$ cat src/rtl/counter_cmd_seq.sv
// Command sequencer for the 4-bit load/rotate/count-up counter stage; drives its controls and reports result/wraps.
// Optional: define COUNTER_CMD_SEQ_ABORT_EN to add cmd_abort, which ends a RUN early.
module counter_cmd_seq #(
  parameter int DATA_W = 4,
  parameter int STEP_W = 8
) (
  input  logic              clk,
  input  logic              reset,
  input  logic              cmd_valid,
  output logic              cmd_ready,
  input  logic [1:0]        cmd_op,
  input  logic [DATA_W-1:0] cmd_data,
  input  logic [STEP_W-1:0] cmd_steps,
`ifdef COUNTER_CMD_SEQ_ABORT_EN
  input  logic              cmd_abort,
`endif
  output logic              ctr_reset_n,
  output logic              ctr_load_n,
  output logic              ctr_mode,
  output logic [DATA_W-1:0] ctr_data,
  input  logic [DATA_W-1:0] ctr_q,
  input  logic              ctr_rco,
  output logic              busy,
  output logic              done,
  output logic [DATA_W-1:0] result,
  output logic [STEP_W-1:0] wrap_cnt
);

  typedef enum logic [2:0] {
    S_IDLE,
    S_CLEAR,
    S_LOAD,
    S_RUN,
    S_DONE
  } state_t;

  localparam logic [1:0] OP_CLEAR  = 2'b00;
  localparam logic [1:0] OP_LOAD   = 2'b01;
  localparam logic [1:0] OP_COUNT  = 2'b10;

  state_t              state, state_nxt;
  logic [1:0]          op_lat;
  logic [DATA_W-1:0]   data_lat;
  logic [STEP_W-1:0]   steps_left;
  logic [DATA_W-1:0]   hold_reg;
  logic                accept;
  logic                run_end;

  assign accept = cmd_valid && (state == S_IDLE);

`ifdef COUNTER_CMD_SEQ_ABORT_EN
  assign run_end = (steps_left == STEP_W'(1)) || cmd_abort;
`else
  assign run_end = (steps_left == STEP_W'(1));
`endif

  always_comb begin
    state_nxt = state;
    case (state)
      S_IDLE: begin
        if (accept) begin
          case (cmd_op)
            OP_CLEAR: state_nxt = S_CLEAR;
            OP_LOAD:  state_nxt = S_LOAD;
            default:  state_nxt = (cmd_steps == '0) ? S_DONE : S_RUN;
          endcase
        end
      end
      S_CLEAR: state_nxt = S_DONE;
      S_LOAD:  state_nxt = S_DONE;
      S_RUN:   if (run_end) state_nxt = S_DONE;
      S_DONE:  state_nxt = S_IDLE;
      default: state_nxt = S_IDLE;
    endcase
  end

  always_ff @(posedge clk or posedge reset) begin
    if (reset) state <= S_IDLE;
    else       state <= state_nxt;
  end

  always_ff @(posedge clk or posedge reset) begin
    if (reset) begin
      op_lat     <= OP_CLEAR;
      data_lat   <= '0;
      steps_left <= '0;
      wrap_cnt   <= '0;
      result     <= '0;
      hold_reg   <= '0;
    end else begin
      if (accept) begin
        op_lat     <= cmd_op;
        data_lat   <= cmd_data;
        steps_left <= cmd_steps;
        wrap_cnt   <= '0;
      end
      if (state == S_RUN) begin
        steps_left <= steps_left - STEP_W'(1);
        // RCO high on a counting edge means the counter wraps to zero on that edge
        if ((op_lat == OP_COUNT) && ctr_rco && (wrap_cnt != '1))
          wrap_cnt <= wrap_cnt + STEP_W'(1);
      end
      if (state == S_DONE) begin
        hold_reg <= ctr_q;
        result   <= ctr_q;
      end
    end
  end

  // Counter has no enable: every non-run state reloads a value to keep it still.
  always_comb begin
    ctr_reset_n = 1'b1;
    ctr_load_n  = 1'b0;
    ctr_mode    = 1'b1;
    ctr_data    = hold_reg;
    case (state)
      S_CLEAR: begin
        ctr_reset_n = 1'b0;
        ctr_load_n  = 1'b1;
      end
      S_LOAD:  ctr_data = data_lat;
      S_RUN: begin
        ctr_load_n = 1'b1;
        ctr_mode   = (op_lat == OP_COUNT);
      end
      S_DONE:  ctr_data = ctr_q;
      default: ;
    endcase
  end

  assign cmd_ready = (state == S_IDLE);
  assign busy      = (state != S_IDLE);
  assign done      = (state == S_DONE);

endmodule

$ cat config.mk
export PLATFORM = sky130hd
export DESIGN_NAME = counter_cmd_seq
export DESIGN_NICKNAME = d
export VERILOG_FILES = /design/src/rtl/counter_cmd_seq.sv
export SDC_FILE = /design/constraint.sdc
export NUM_CORES = 1
export LEC_CHECK = 0
export BUFFER_PORTS_ARGS = -buffer_cell sky130_fd_sc_hd__buf_2
export CAP_MARGIN = 15
export CORE_MARGIN = 4
export CORE_UTILIZATION = 47
export DETAILED_ROUTE_END_ITERATION = 10
export HOLD_SLACK_MARGIN = 0.15
export PLACE_DENSITY = 0.75
export SLEW_MARGIN = 25
export SYNTH_ARGS = -nofsm -noshare
export SYNTH_HDL_FRONTEND = slang
export SYNTH_SLANG_ARGS = --single-unit
$ cat constraint.sdc
create_clock -name clk -period 1.44 [get_ports clk]
set_input_delay 0.36 -clock clk [delete_from_list [all_inputs] [get_ports clk]]
set_output_delay 0.36 -clock clk [all_outputs]
set_load 0.02 [all_outputs]
======== After elaboration in Yosys (flattened, before gate mapping) ========
Index checks and enable logic that the tools add are counted.
cells by class
  $add $sub $neg .......................... 2
  $mul .................................... 0
  divide/modulo/power cells ............... 0
  order comparisons ....................... 0
  equal/unequal tests ..................... 10
  shift operators ......................... 0
  mux-type cells .......................... 14
  bitwise operators ....................... 0
  reductions and logical operators ........ 11
operators by type and width
  cell                   count
  $mux W8                5
  $mux W3                3
  $pmux W3 S3            1
  $add A8 B1 Y8 const B  1
  $eq A8 B1 Y1 const B   1
  $logic_not A8 Y1       1
  $ne A8 B8 Y1 const B   1
  $pmux W4 S2            1
  $sub A8 B1 Y8 const B  1
  $eq A3 B2 Y1 const B   2
  $pmux W3 S2            1
  $reduce_or A2 Y1       2
  $eq A3 B1 Y1 const B   1
  $eq A3 B3 Y1 const B   1
  $logic_and A1 B1 Y1    3
  $logic_not A3 Y1       1
  $mux W1                3
  $reduce_bool A3 Y1     1
  $eq A2 B1 Y1 const B   1
  $eq A2 B2 Y1 const B   1
  $logic_not A2 Y1       1
  $ne A2 B1 Y1 const B   1
  $ne A2 B2 Y1 const B   1
  $reduce_and A2 Y1      1
  $reduce_bool A2 Y1     1
word-level totals
  flip-flop bits (word level) ............. 29
  latch bits .............................. 0
  RAM bits ................................ 0
  ROM bits ................................ 0
  input bits .............................. 22
  output and inout port bits .............. 22
  logic and storage cells ................. 43
  memories kept ........................... 0

======== Depth between registers and ports, before layout ========
  depth after elaboration ................. 5
  mapped depth ............................ 6
  mapped depth without buffers ............ 6

======== Worst setup path before layout ========
No wires, ideal clock.
  path type ............................... flip-flop to flip-flop
  start point ............................. register state[0]
  end point ............................... register state[0]
  library setup time ...................... 0.118 ns
  arrival time ............................ 1.584 ns
  data required time ...................... 1.322 ns
  setup slack ............................. -0.262 ns
  stages on the path, launching flop included .. 7
  buffers on the path ..................... 1
  clock period less this slack ............ 1.702 ns
  cells stage by stage .................... dfrtp_1 > buf_4 > nor3_2 > inv_2 > nor2_1 > nor3_1 > a21o_1
on the way
  cells in the longest elaborated chain, start to end .. 4
  elaborated cells on any way between the ends .. 10
  classes of those cells .................. eq/ne: 5; mux: 1; reduce/logical: 4
RTL lines
  element                      RTL line  source
  start: declaration           41        state_t state, state_nxt;
  start signal: assignment     79        else state <= state_nxt;
  $logic_not A3 Y1 (*)         --
  via cmd_ready                10        output logic cmd_ready,
  $logic_and A1 B1 Y1          49        assign accept = cmd_valid && (state == S_IDLE);
  $ne A2 B1 Y1 (no line)       --
  $reduce_and A2 Y1 (no line)  --
The timed path passes the listed nets; every way through them passes the cells marked *.
A chain may end at the register's enable or synchronous reset.

======== Worst setup path after layout ========
  start point ............................. register state[2]
  end point ............................... output port ctr_data[1]
on the way
  cells in the longest elaborated chain, start to end .. 2
  elaborated cells on any way between the ends .. 3
  classes of those cells .................. eq/ne: 2; mux: 1
RTL lines
  element                                              RTL line  source
  $eq A3 B3 Y1 / $eq A3 B2 Y1 (equally long branches)  116       case (state)
  $pmux W4 S2 (*)                                      116
  end: declaration                                     20        output logic [DATA_W-1:0] ctr_data,
Mark *: on every way between the ends. The rest lies on a longest branch, timed or not.

==> flow_summary.toml <==
[run_status]
status = "finished, violations left"
violations = "setup timing"

[floorplan]
die_area_um2 = 4520
start_util_pct = 49.1
rows = 21
die_w_um = 67.3
core_area_um2 = 3360
ioPinCount = 44
die_height_um = 67.3

[final_layout]
layout_common_cells = "buf_4, buf_6, buf_2"
largestRegisters = "steps_left: 8 flops, wrap_cnt: 8 flops"
postLayoutCellArea_um2 = 2820
multiInputGateArea_um2 = 1070
nets = 295
area_growth_pct = 71.0
antennaDiodeCount = 0
final_common_cell = "buf_4"
nFillCells = 187
layout-drive-gt1-share_pct = 63.8
final-seq-area_um2 = 736

[logic_synthesis]
ys_seq_area_share_pct = 44.0
avgSynthCellArea_um2 = 10.0
synth-seq-cells = 29
yosysUniqueCellTypes = 48
ys_warn_count = 0
synth_area_um2 = 1650
syn_inst = 165
synth_nets = 190
synthTopCellsByArea = "dfrtp_1, nand2_1, o22a_1"
yosysTopAreaCellShare_pct = 44.0
synth.largest_area_cell = "dfrtp_1"

[route]
drtIter0Drc = 96
route.met2.wl_um = 3000
routed.top_layer = "met4"
vias = 1836
postRouteAntennaNets = 0
wl_per_cell_um = 18.5
wirelength_um = 5870
met1_length_um = 2240
drc = 0
first_pass_iters = 4
vias_per_cell = 5.79
wl_met3_um = 380

[timing]
fin_crit_sh_pct = 132
setup_ws_ns = -0.459
finClkSkew_ns = 0.0141
tightest_slew_ns = 0.372
rsz0062_at_grt = "yes"
slew_headroom_pct = 75.2
finalCriticalPeriod_ns = 1.90
maxSlewViolCount = 0
hold_viol = 0
fmax_mhz = 526
setup_viol = 39

[global_route]
overflow = 0
grt_usage_pct = 24.3
grt_max_degree = 30
antenna_found_initial = 0
grt_pass1_vias = 1806
grt_pass1_wl_um = 8250

[placed_design]
placed_area_um2 = 2200
dp_hpwl_um = 3180
io_buffer_count = 43
place.gp.congestion = 0.829

[setup_path]
criticalPathCategory = "flop to output port"
r2r_cells = 7
critPathArrivalTime_ns = 1.54
crit_end = "ctr_data[1]"
r2r-start = "state[1]$_DFFE_PP0P_"
cp.required_ns = 1.08
worstSetupEndpointType = "output port"
r2r_end = "steps_left[7]$_DFFE_PP0P_"
critPathMostFrequentCell = "buf_6"
critPathMaxStageDelay_ns = 0.44
slowest_stage = "dfrtp_2"
r2r_slack_ns = -0.29
crit_fanout = 5
cp_cell_sequence = "buf_6 -> nand2b_4 -> o22a_1 -> o22a_2 -> buf_6"
setup.worst_path.start = "state[2]$_DFFE_PP0P_"
startpoint_type = "flop"

[clock_network]
htreeDepth = 2
clock-root-buffer = "clkbuf_4"
clk_latency_ns = 0.34
cts_max_path_buffers = 2
cts_tree = "done"
path_clk_slew_ns = 0.10
clock-sinks = 29
cts_buffers = 5

[pwr]
ir_drop_mv = 1.22
leakage_nw = 1.40
power_density_nw_per_um2 = 2080
p_total_mw = 5.86

[hold_path]
hold_start = "cmd_data[1]"
worst_hold_path.num_cells = 3
hold_path.class = "primary input to flop"

[flow_run]
drv_cap = 0
[stage by stage]
step / hold WS, ns / setup TNS (ns) / setup slack [ns] / cells / util, %
6_report: 0.212 / -9.49 / -0.459 / 317 / 83.9
5_1_grt: 0.204 / -11.19 / -0.515 / 317 / 83.9
4_1_cts: 0.200 / -7.59 / -0.438 / 308 / 78.1
3_5_place_dp: 0.451 / -2.77 / -0.176 / 280 / 65.4
3_3_place_gp: 0.444 / -1.73 / -0.136 / 280 / 65.4
2_1_floorplan: 0.437 / -0.863 / -0.110 / 165 / -
[worst max-delay path: cells and delay by family (launching register included)]
kind                   cells  cell delay, ns
flip-flops                 1            0.44
AND/OR/NAND/NOR            1            0.07
AO/OA/AOI/OAI              2            0.45
buffers and inverters      2            0.25
[per-layer routing]
layer,up-vias,track usage (%)
met4,0,11.9
met5,-,0
li1,816,-
met3,25,5.49
met2,81,43.9
met1,914,26.6
[area by class of cell]
class                           count  area share, %
Sequential cell                    29           26.1
Timing Repair Buffer              105           30.1
Multi-Input combinational cell    121           37.8
Clock inverter                      1           1.06
Clock buffer                        7           1.95
Tap cell                           46           2.04
Inverter                            8           1.06
[what timing repair did]
action | in CTS | in global routing
pin swaps | 15 | 25
setup buffers | 18 | 10
setup endpoints to repair | 34 | 43
endpoints found under the hold margin | 29 | 0
cloned | 1 | 0
gates resized for setup | 50 | 37
hold buffers | 1 | 0
[Yosys cell counts (all sizes together)]
cell type,n
nand4,2
o21bai,1
mux2i,3
or4b,1
dfrtp,29
clkbuf,1
o311ai,2
and4b,2
mux2,5
and2b,1
a32oi,1
a311oi,1
nand3b,1
nand2,25
a221o,2
o22ai,1
a21oi,6
o22a,8
buf,6
a31oi,4
nand2b,4
a31o,1
nor2,13
nor4,2
and3,1
nor2b,1
nand3,3
or4,1
or3,2
nand4b,2
nor3,9
a211oi,4
o21ai,2
o211ai,2
ha,3
a21o,2
nor3b,1
nor4b,1
a22oi,1
inv,8
[worst min path at each step]
stage               slack [ns]                      end
finish                    0.21  data_lat[1]$_DFFE_PP0P_
global route              0.20  data_lat[1]$_DFFE_PP0P_
CTS                       0.20  data_lat[3]$_DFFE_PP0P_
detailed placement        0.45    wrap_cnt[7]$_DFF_PP0_
global placement          0.44    wrap_cnt[6]$_DFF_PP0_
floorplan                 0.44  data_lat[0]$_DFFE_PP0P_
[report_power, final]
group	internal, mW	total [mW]	leakage, nW	switching (mW)
combinational	1.98	3.73	1.00	1.75
clock	0.414	0.713	0.0455	0.299
sequential	1.11	1.42	0.354	0.308
total	3.51	5.86	1.40	2.36
[cells by family after synthesis]
group                    count (synthesis)  synth area share (%)
AO/OA/AOI/OAI                           38                  17.7
adder cells (fa/ha/maj)                  3                  2.27
buffers and inverters                   15                  4.78
flip-flops                              29                  44.0
multiplexers                             8                  5.23
AND/OR/NAND/NOR                         72                  26.0
No activity file was read; power rests on OpenSTA's default activity.
